==> src/rtl/minterm_sweep_ctrl.sv <==
// rtl/minterm_sweep_ctrl.sv - sweeps every select code of a function unit and checks its truth table
module minterm_sweep_ctrl #(
    parameter int N_IN       = 4,
    parameter int SAMPLE_LAT = 0
) (
    input  logic                 clk,
    input  logic                 rst_n,
    input  logic                 start,
    input  logic                 abort,
    input  logic [(1<<N_IN)-1:0] expected,
    input  logic                 f_in,
    output logic [N_IN-1:0]      sel_out,
    output logic                 sel_valid,
    output logic                 busy,
    output logic                 done,
    output logic [(1<<N_IN)-1:0] truth_table,
    output logic [N_IN:0]        ones_cnt,
    output logic                 match,
    output logic [N_IN-1:0]      mismatch_idx
);
    localparam int WW = (SAMPLE_LAT > 0) ? $clog2(SAMPLE_LAT + 1) : 1;
    localparam logic [WW-1:0]   LAST_WAIT = WW'(SAMPLE_LAT);
    localparam logic [N_IN-1:0] LAST_IDX  = {N_IN{1'b1}};

    typedef enum logic [1:0] {IDLE, RUN, FINISH} state_t;

    state_t                 state_q, state_d;
    logic [N_IN-1:0]        idx_q;
    logic [WW-1:0]          wait_q;
    logic [(1<<N_IN)-1:0]   exp_q;
    logic                   mm_flag;
    logic                   accept;
    logic                   sample;
    logic                   differs;

    assign accept  = (state_q == IDLE) && start && !abort;
    assign sample  = (state_q == RUN) && !abort && (wait_q == LAST_WAIT);
    assign differs = (f_in != exp_q[idx_q]);

    always_ff @(posedge clk or negedge rst_n) begin
        if (!rst_n) begin
            state_q <= IDLE;
        end else begin
            state_q <= state_d;
        end
    end

    always_comb begin
        state_d   = state_q;
        sel_out   = '0;
        sel_valid = 1'b0;
        busy      = 1'b0;
        done      = 1'b0;
        case (state_q)
            IDLE: begin
                if (start && !abort) state_d = RUN;
            end
            RUN: begin
                sel_out   = idx_q;
                sel_valid = 1'b1;
                busy      = 1'b1;
                if (abort) begin
                    state_d = IDLE;
                end else if (wait_q == LAST_WAIT && idx_q == LAST_IDX) begin
                    state_d = FINISH;
                end
            end
            FINISH: begin
                done    = 1'b1;
                state_d = IDLE;
            end
            default: state_d = IDLE;
        endcase
    end

    // match is resolved on the final sample edge so it is already valid while done is high
    always_ff @(posedge clk or negedge rst_n) begin
        if (!rst_n) begin
            idx_q        <= '0;
            wait_q       <= '0;
            exp_q        <= '0;
            mm_flag      <= 1'b0;
            truth_table  <= '0;
            ones_cnt     <= '0;
            match        <= 1'b0;
            mismatch_idx <= '0;
        end else if (accept) begin
            idx_q        <= '0;
            wait_q       <= '0;
            exp_q        <= expected;
            mm_flag      <= 1'b0;
            truth_table  <= '0;
            ones_cnt     <= '0;
            match        <= 1'b0;
            mismatch_idx <= '0;
        end else if (sample) begin
            wait_q             <= '0;
            truth_table[idx_q] <= f_in;
            ones_cnt           <= ones_cnt + {{N_IN{1'b0}}, f_in};
            if (differs && !mm_flag) begin
                mismatch_idx <= idx_q;
                mm_flag      <= 1'b1;
            end
            if (idx_q == LAST_IDX) begin
                match <= !(mm_flag || differs);
                if (!(mm_flag || differs)) mismatch_idx <= '0;
            end else begin
                idx_q <= idx_q + 1'b1;
            end
        end else if (state_q == RUN && !abort) begin
            wait_q <= wait_q + 1'b1;
        end else if (state_q != IDLE) begin
            idx_q  <= '0;
            wait_q <= '0;
        end
    end
endmodule

==> config.mk <==
export PLATFORM = sky130hd
export DESIGN_NAME = minterm_sweep_ctrl
export DESIGN_NICKNAME = d
export VERILOG_FILES = /design/src/rtl/minterm_sweep_ctrl.sv
export SDC_FILE = /design/constraint.sdc
export NUM_CORES = 1
export LEC_CHECK = 0
export CAP_MARGIN = 20
export CORE_AREA = 2 2 71 73
export DETAILED_ROUTE_END_ITERATION = 16
export DIE_AREA = 0 0 73 75
export GPL_ROUTABILITY_DRIVEN = 0
export PLACE_DENSITY = 0.83
export SYNTH_ARGS = -nofsm -noshare
export SYNTH_HDL_FRONTEND = slang
export SYNTH_SLANG_ARGS = --single-unit
==> constraint.sdc <==
create_clock -name clk -period 7.49 [get_ports clk]
set_clock_uncertainty 0.2 [all_clocks]
set_input_delay 1.498 -clock clk [delete_from_list [all_inputs] [get_ports clk]]
set_output_delay 1.498 -clock clk [all_outputs]
set_load 0.02 [all_outputs]
==> results.json, run 1 <==
{
  "setup_viol": 0,
  "yosysWarnings": 0,
  "dieArea_mm2": 0.00548,
  "finalCriticalPeriod_ps": 3600,
  "critPathMaxFanout": 10,
  "fillers": 381,
  "first_pass_iters": 4,
  "syn-cell-area_mm2": 0.00245,
  "port_buffers": 53,
  "hold_buffers": 0,
  "critPathTopFamily": "buffers and inverters",
  "viasPerCell": 5.42,
  "ys.flop_type": "dfrtp_1",
  "rsz0062_at_grt": "false",
  "grt_max_degree": 50,
  "drv_slew": 0,
  "htreeDepth": 2,
  "drtIter0Drc": 103,
  "final.setup.tns_ps": 0,
  "hold_ws_ps": 277,
  "vias": 1942,
  "cts_root_buf": "clkbuf_8",
  "syn-mean-instance-area_um2": 9.47,
  "ys_seq_elements": 49,
  "startpoint_type": "flop",
  "ant_nets": 0,
  "relSlewSlack_pct": 39.6,
  "worstSetupPathType": "reg2out",
  "post-dp-hpwl_um": 3540,
  "powerDensity_mw_per_mm2": 204,
  "totalWireLength_um": 5060,
  "seq_area_frac_synth_pct": 50.0,
  "post_drt_wl_per_cell_um": 14.1,
  "yosys-top-cells-count": "nand2_1, dfrtp_1, nor2_1, nand3_1, clkbuf_1",
  "synth.distinct_cells": 41,
  "die_y_um": 75,
  "synth_area_leader_cell": "dfrtp_1",
  "synthArstFlopShare_pct": 100,
  "areaGrowthSynthToFinish_pct": 26.1,
  "drive_above_1_share_pct": 6.58,
  "io_pins": 54,
  "cp_cell_sequence": "nor2b_1 > and2_2 > clkdlybuf4s50_1",
  "fin_nets": 331,
  "grt_pass1_vias": 1860,
  "grt_first_pass_wirelength_um": 8580,
  "syn_nets": 286,
  "rows": 25,
  "postCtsSetupBuffers": 0,
  "endpoint_kind": "output pin",
  "path_clk_slew_ps": 80,
  "fin_crit_sh_pct": 48.1,
  "cap_violations": 0,
  "ir_drop_v": 0.000130,
  "die_w_um": 73,
  "tightest_slew_ps": 903,
  "synth_edf_count": 0,
  "diodes": 0,
  "clock_tree.buffer_depth": 2,
  "start_util_pct": 52.6,
  "synth_top_area_share_pct": 50.0,
  "cpPeakStageDelay_ps": 600,
  "grt_remaining_overflow": 0,
  "gr-usage-all-layers_pct": 20.4,
  "hp-class": "reg2reg",
  "cts_resized": 0,
  "core_area_mm2": 0.00466,
  "yosysMostFrequentCell": "nand2_1",
  "cts_tree": "yes",
  "status": "completed",
  "path_buf_inv": 1,
  "synthCells": 259,
  "hold_viol_final": 0,
  "synth_area_leaders": "dfrtp_1, nand2_1, mux4_2",
  "clk_latency_ps": 300,
  "drcViolationCount": 0,
  "arrival_ps": 1900,
  "cts_num_sinks": 49,
  "cts_buffers": 5,
  "required_ps": 5790,
  "final_util_pct": 66.4,
  "clock.fmax_mhz": 278,
  "cellLeakagePower_nw": 1.46,
  "cp_slowest_cell": "clkdlybuf4s50_1",
  "antenna_found_initial": 0
}
cell usage in the layout (no fill, tap or decap), types with 3 or more instances in the layout:
master            n
nand3_1          16
mux2i_1          11
nor3b_1           5
xor2_1            3
a21oi_1           3
nand4_1           3
clkbuf_8          6
inv_1             3
o21ai_1           4
nand2_1          79
clkdlybuf4s50_1  52
ha_1              6
and2_1            3
mux4_2            5
dfrtp_1          49
xnor2_1           3
nor2_1           20
flip-flops by register name, indices dropped and copies added, names as in the netlist:
signal and flops:
state_q 2, mismatch_idx 4, exp_q 16, idx_q 4, ones_cnt 5, match 1, truth_table 16, mm_flag 1
routing by layer:
layer,track usage [%],wire (um),vias to the layer above
li1,-,-,953
met4,8.44,75,0
met3,3.61,180,5
met5,0,0,-
met1,27.1,2380,944
met2,33.3,2430,40
report_power, final:
part	internal [mW]	total, mW	switching [mW]	leakage [nW]
registers	0.295	0.321	0.0265	0.652
logic	0.0756	0.153	0.0777	0.767
clock network	0.0730	0.156	0.0831	0.0433
cell families after synthesis:
family                   count (synthesis)  synth area share [%]
XOR/XNOR                                 7                  2.81
multiplexers                            16                  9.08
AO/OA/AOI/OAI                           19                  5.35
AND/OR/NAND/NOR                        141                  26.0
buffers and inverters                   21                  3.72
adder cells (fa/ha/maj)                  6                  3.06
flip-flops                              49                  50.0
area by class of cell:
type	count	area, um2	share of cell area (%)
Clock inverter	1	7.51	0.243
Timing Repair Buffer	56	558	18.0
Tap cell	54	67.6	2.18
Sequential cell	49	1230	39.6
Inverter	3	11.3	0.364
Clock buffer	6	82.6	2.67
Multi-Input combinational cell	189	1140	36.9
final timing paths:
path / start / endpoint / slack (ps) / depth (start not counted)
max: state_q[0] / sel_out[0] / 3890 / 3
min: exp_q[15] / exp_q[15] / 280 / 2
max reg2reg: idx_q[0] / mismatch_idx[0] / 4650 / 5
min reg2reg: exp_q[15] / exp_q[15] / 280 / 2
max in group asynchronous: rst_n / truth_table[11] / 5730 / 2
min in group asynchronous: rst_n / exp_q[14] / 880 / 1
metrics by stage:
step           cells  total power, mW  setup slack [ps]  instance area (um2)
6_report         358            0.630              3890                 3090
3_5_place_dp     349            0.479              3560                 2980
3_3_place_gp     349            0.475              3650                 2980
4_1_cts          356            0.634              3860                 3070
2_1_floorplan    259            0.422              4440                 2450
5_1_grt          358            0.668              3770                 3090
tightest hold or removal path, cell delays in order (launching register included):
cell	delay [ps]
dfrtp_1	350
nand2_1	50
nand2_1	60
Note: power is estimated with default switching activity, not from simulation.
==> run 2, diff against run 1 <==
--- a/config.mk
+++ b/config.mk
@@ -6,11 +6,11 @@
 export NUM_CORES = 1
 export LEC_CHECK = 0
 export CAP_MARGIN = 20
-export CORE_AREA = 2 2 71 73
+export CORE_AREA = 2 2 74 76
 export DETAILED_ROUTE_END_ITERATION = 16
-export DIE_AREA = 0 0 73 75
+export DIE_AREA = 0 0 76 78
 export GPL_ROUTABILITY_DRIVEN = 0
-export PLACE_DENSITY = 0.83
+export PLACE_DENSITY = 0.77
 export SYNTH_ARGS = -nofsm -noshare
 export SYNTH_HDL_FRONTEND = slang
 export SYNTH_SLANG_ARGS = --single-unit
==> constraint.sdc (replaced) <==
create_clock -name clk -period 3.4 [get_ports clk]
set_clock_uncertainty 0.2 [all_clocks]
set_input_delay 0.68 -clock clk [delete_from_list [all_inputs] [get_ports clk]]
set_output_delay 0.68 -clock clk [all_outputs]
set_load 0.02 [all_outputs]
==> results.json, run 2 (synthesis gave the netlist of run 1 again) <==
{
  "status": "completed",
  "drive_above_1_share_pct": 8.39,
  "path_buf_inv": 1,
  "core_area_mm2": 0.00504,
  "cp-endpoint": "sel_out[0]",
  "r2r_cells": 5,
  "areaGrowthSynthToFinish_pct": 30.9,
  "regArea_mm2": 0.00123,
  "htreeDepth": 2,
  "p_sw_mw": 0.444,
  "p_sw_share_pct": 28.5,
  "grt_pass1_vias": 1899,
  "post-dp-hpwl_um": 3860,
  "post_drt_wl_per_cell_um": 14.6,
  "grt_remaining_overflow": 0,
  "port_buffers": 53,
  "rsz0062_at_grt": "false",
  "largestRegisters": "exp_q (16), truth_table (16), ones_cnt (5)",
  "cpPeakStageDelay_ps": 610,
  "setup_viol": 0,
  "startpoint_type": "flop",
  "ir_drop_v": 0.000253,
  "startpoint": "state_q[0]",
  "cp_cell_sequence": "nor2b_1 > and2_2 > clkdlybuf4s50_1",
  "clock_tree.buffer_depth": 2,
  "ant_nets": 0,
  "clock.fmax_mhz": 352,
  "hold_buffers": 0,
  "seqPwrFrac_pct": 45.7,
  "cap_violations": 0,
  "finalCriticalPeriod_ps": 2840,
  "drtIter0Drc": 164,
  "cts_resized": 0,
  "tightest_slew_ps": 569,
  "critPathTopFamily": "buffers and inverters",
  "io_pins": 54,
  "rows": 26,
  "arrival_ps": 1960,
  "drcViolationCount": 0,
  "fin_crit_sh_pct": 83.7,
  "final_util_pct": 63.7,
  "critPathMaxFanout": 10,
  "rrSetupSlack_ps": 620,
  "path_clk_slew_ps": 90,
  "hp-class": "in2async",
  "powerDensity_mw_per_mm2": 485,
  "first_pass_iters": 4,
  "hold_viol_final": 0,
  "gr-usage-all-layers_pct": 19.5,
  "antenna_found_initial": 0,
  "r2r_start": "idx_q[0]",
  "start_util_pct": 48.7,
  "clk_latency_ps": 310,
  "final.setup.tns_ps": 0,
  "postCtsSetupBuffers": 0,
  "setup_ws_ps": 555,
  "cts_buffers": 5,
  "required_ps": 2520,
  "die_y_um": 78,
  "path_depth": 3,
  "fillers": 428,
  "diodes": 0,
  "cts_num_sinks": 49,
  "p_comb_share_pct": 22.5,
  "final_cell_mix": "nand2_1, clkdlybuf4s50_1, dfrtp_1",
  "cellLeakagePower_nw": 1.52,
  "grt_first_pass_wirelength_um": 9260,
  "grt_max_degree": 50,
  "final_common_cell": "nand2_1",
  "cp_slowest_cell": "clkdlybuf4s50_1",
  "multi_input_area_mm2": 0.00114,
  "endpoint_kind": "output pin",
  "fin_nets": 336,
  "pre_cts_ws_ps": 435,
  "worstReg2RegEnd": "mismatch_idx[0]",
  "totalWireLength_um": 5540,
  "cts_tree": "yes",
  "die_w_um": 76,
  "relSlewSlack_pct": 62.0,
  "dieArea_mm2": 0.00593,
  "p_int_mw": 1.11,
  "vias": 2025,
  "viasPerCell": 5.33,
  "cts_root_buf": "clkbuf_8",
  "worstSetupPathType": "reg2out",
  "drv_slew": 0,
  "clockPowerShare_pct": 31.8
}
-- run 2: power by group through the flow --
stage	Combinational [mW]	Sequential, mW	Clock (mW)
2_1_floorplan	0.212	0.718	0
3_3_place_gp	0.340	0.719	0
3_5_place_dp	0.348	0.722	0
4_1_cts	0.351	0.712	0.497
5_1_grt	0.383	0.722	0.524
6_report	0.351	0.712	0.495
-- run 2: how the worst min path moves through the flow --
stage / from / to / slack (ps) / depth (start not counted)
after floorplan: rst_n / exp_q[0] / 180 / 0
after global placement: exp_q[8] / exp_q[8] / 260 / 2
after detailed placement: exp_q[3] / exp_q[3] / 260 / 2
after CTS: exp_q[3] / exp_q[3] / 290 / 2
after global routing: rst_n / ones_cnt[0] / 90 / 1
final: rst_n / ones_cnt[1] / 80 / 1
-- run 2: layout make-up --
type | instances | share of cell area (%)
tap | 70 | 2.73
multi-input combinational | 189 | 35.5
timing repair buffer | 61 | 19.0
clock buffer | 5 | 2.14
sequential | 49 | 38.2
clock inverter | 3 | 2.03
inverter | 3 | 0.351
-- run 2: routing by layer --
metal  track usage (%)  up-vias  routed length (um)
li1                  -      967                   -
met1              26.0      993                2470
met2              32.4       59                2730
met3              4.53        6                 269
met4              5.45        0                  65
met5                 0        -                   0
-- run 2: through the flow --
stage / cells / hold WS (ps) / power, mW / area [um2]
global placement: 371 / 261 / 1.06 / 3060
detailed placement: 371 / 263 / 1.07 / 3060
floorplan: 259 / 184 / 0.930 / 2450
global route: 380 / 90.3 / 1.63 / 3210
CTS: 379 / 290 / 1.56 / 3190
finish: 380 / 75.1 / 1.56 / 3210
-- run 2: worst register-to-register path, cell delays in order, from the launching register on --
cell,delay (ps)
dfrtp_1,660
mux4_2,580
mux4_2,510
xor2_2,200
and2_4,190
a221o_1,330
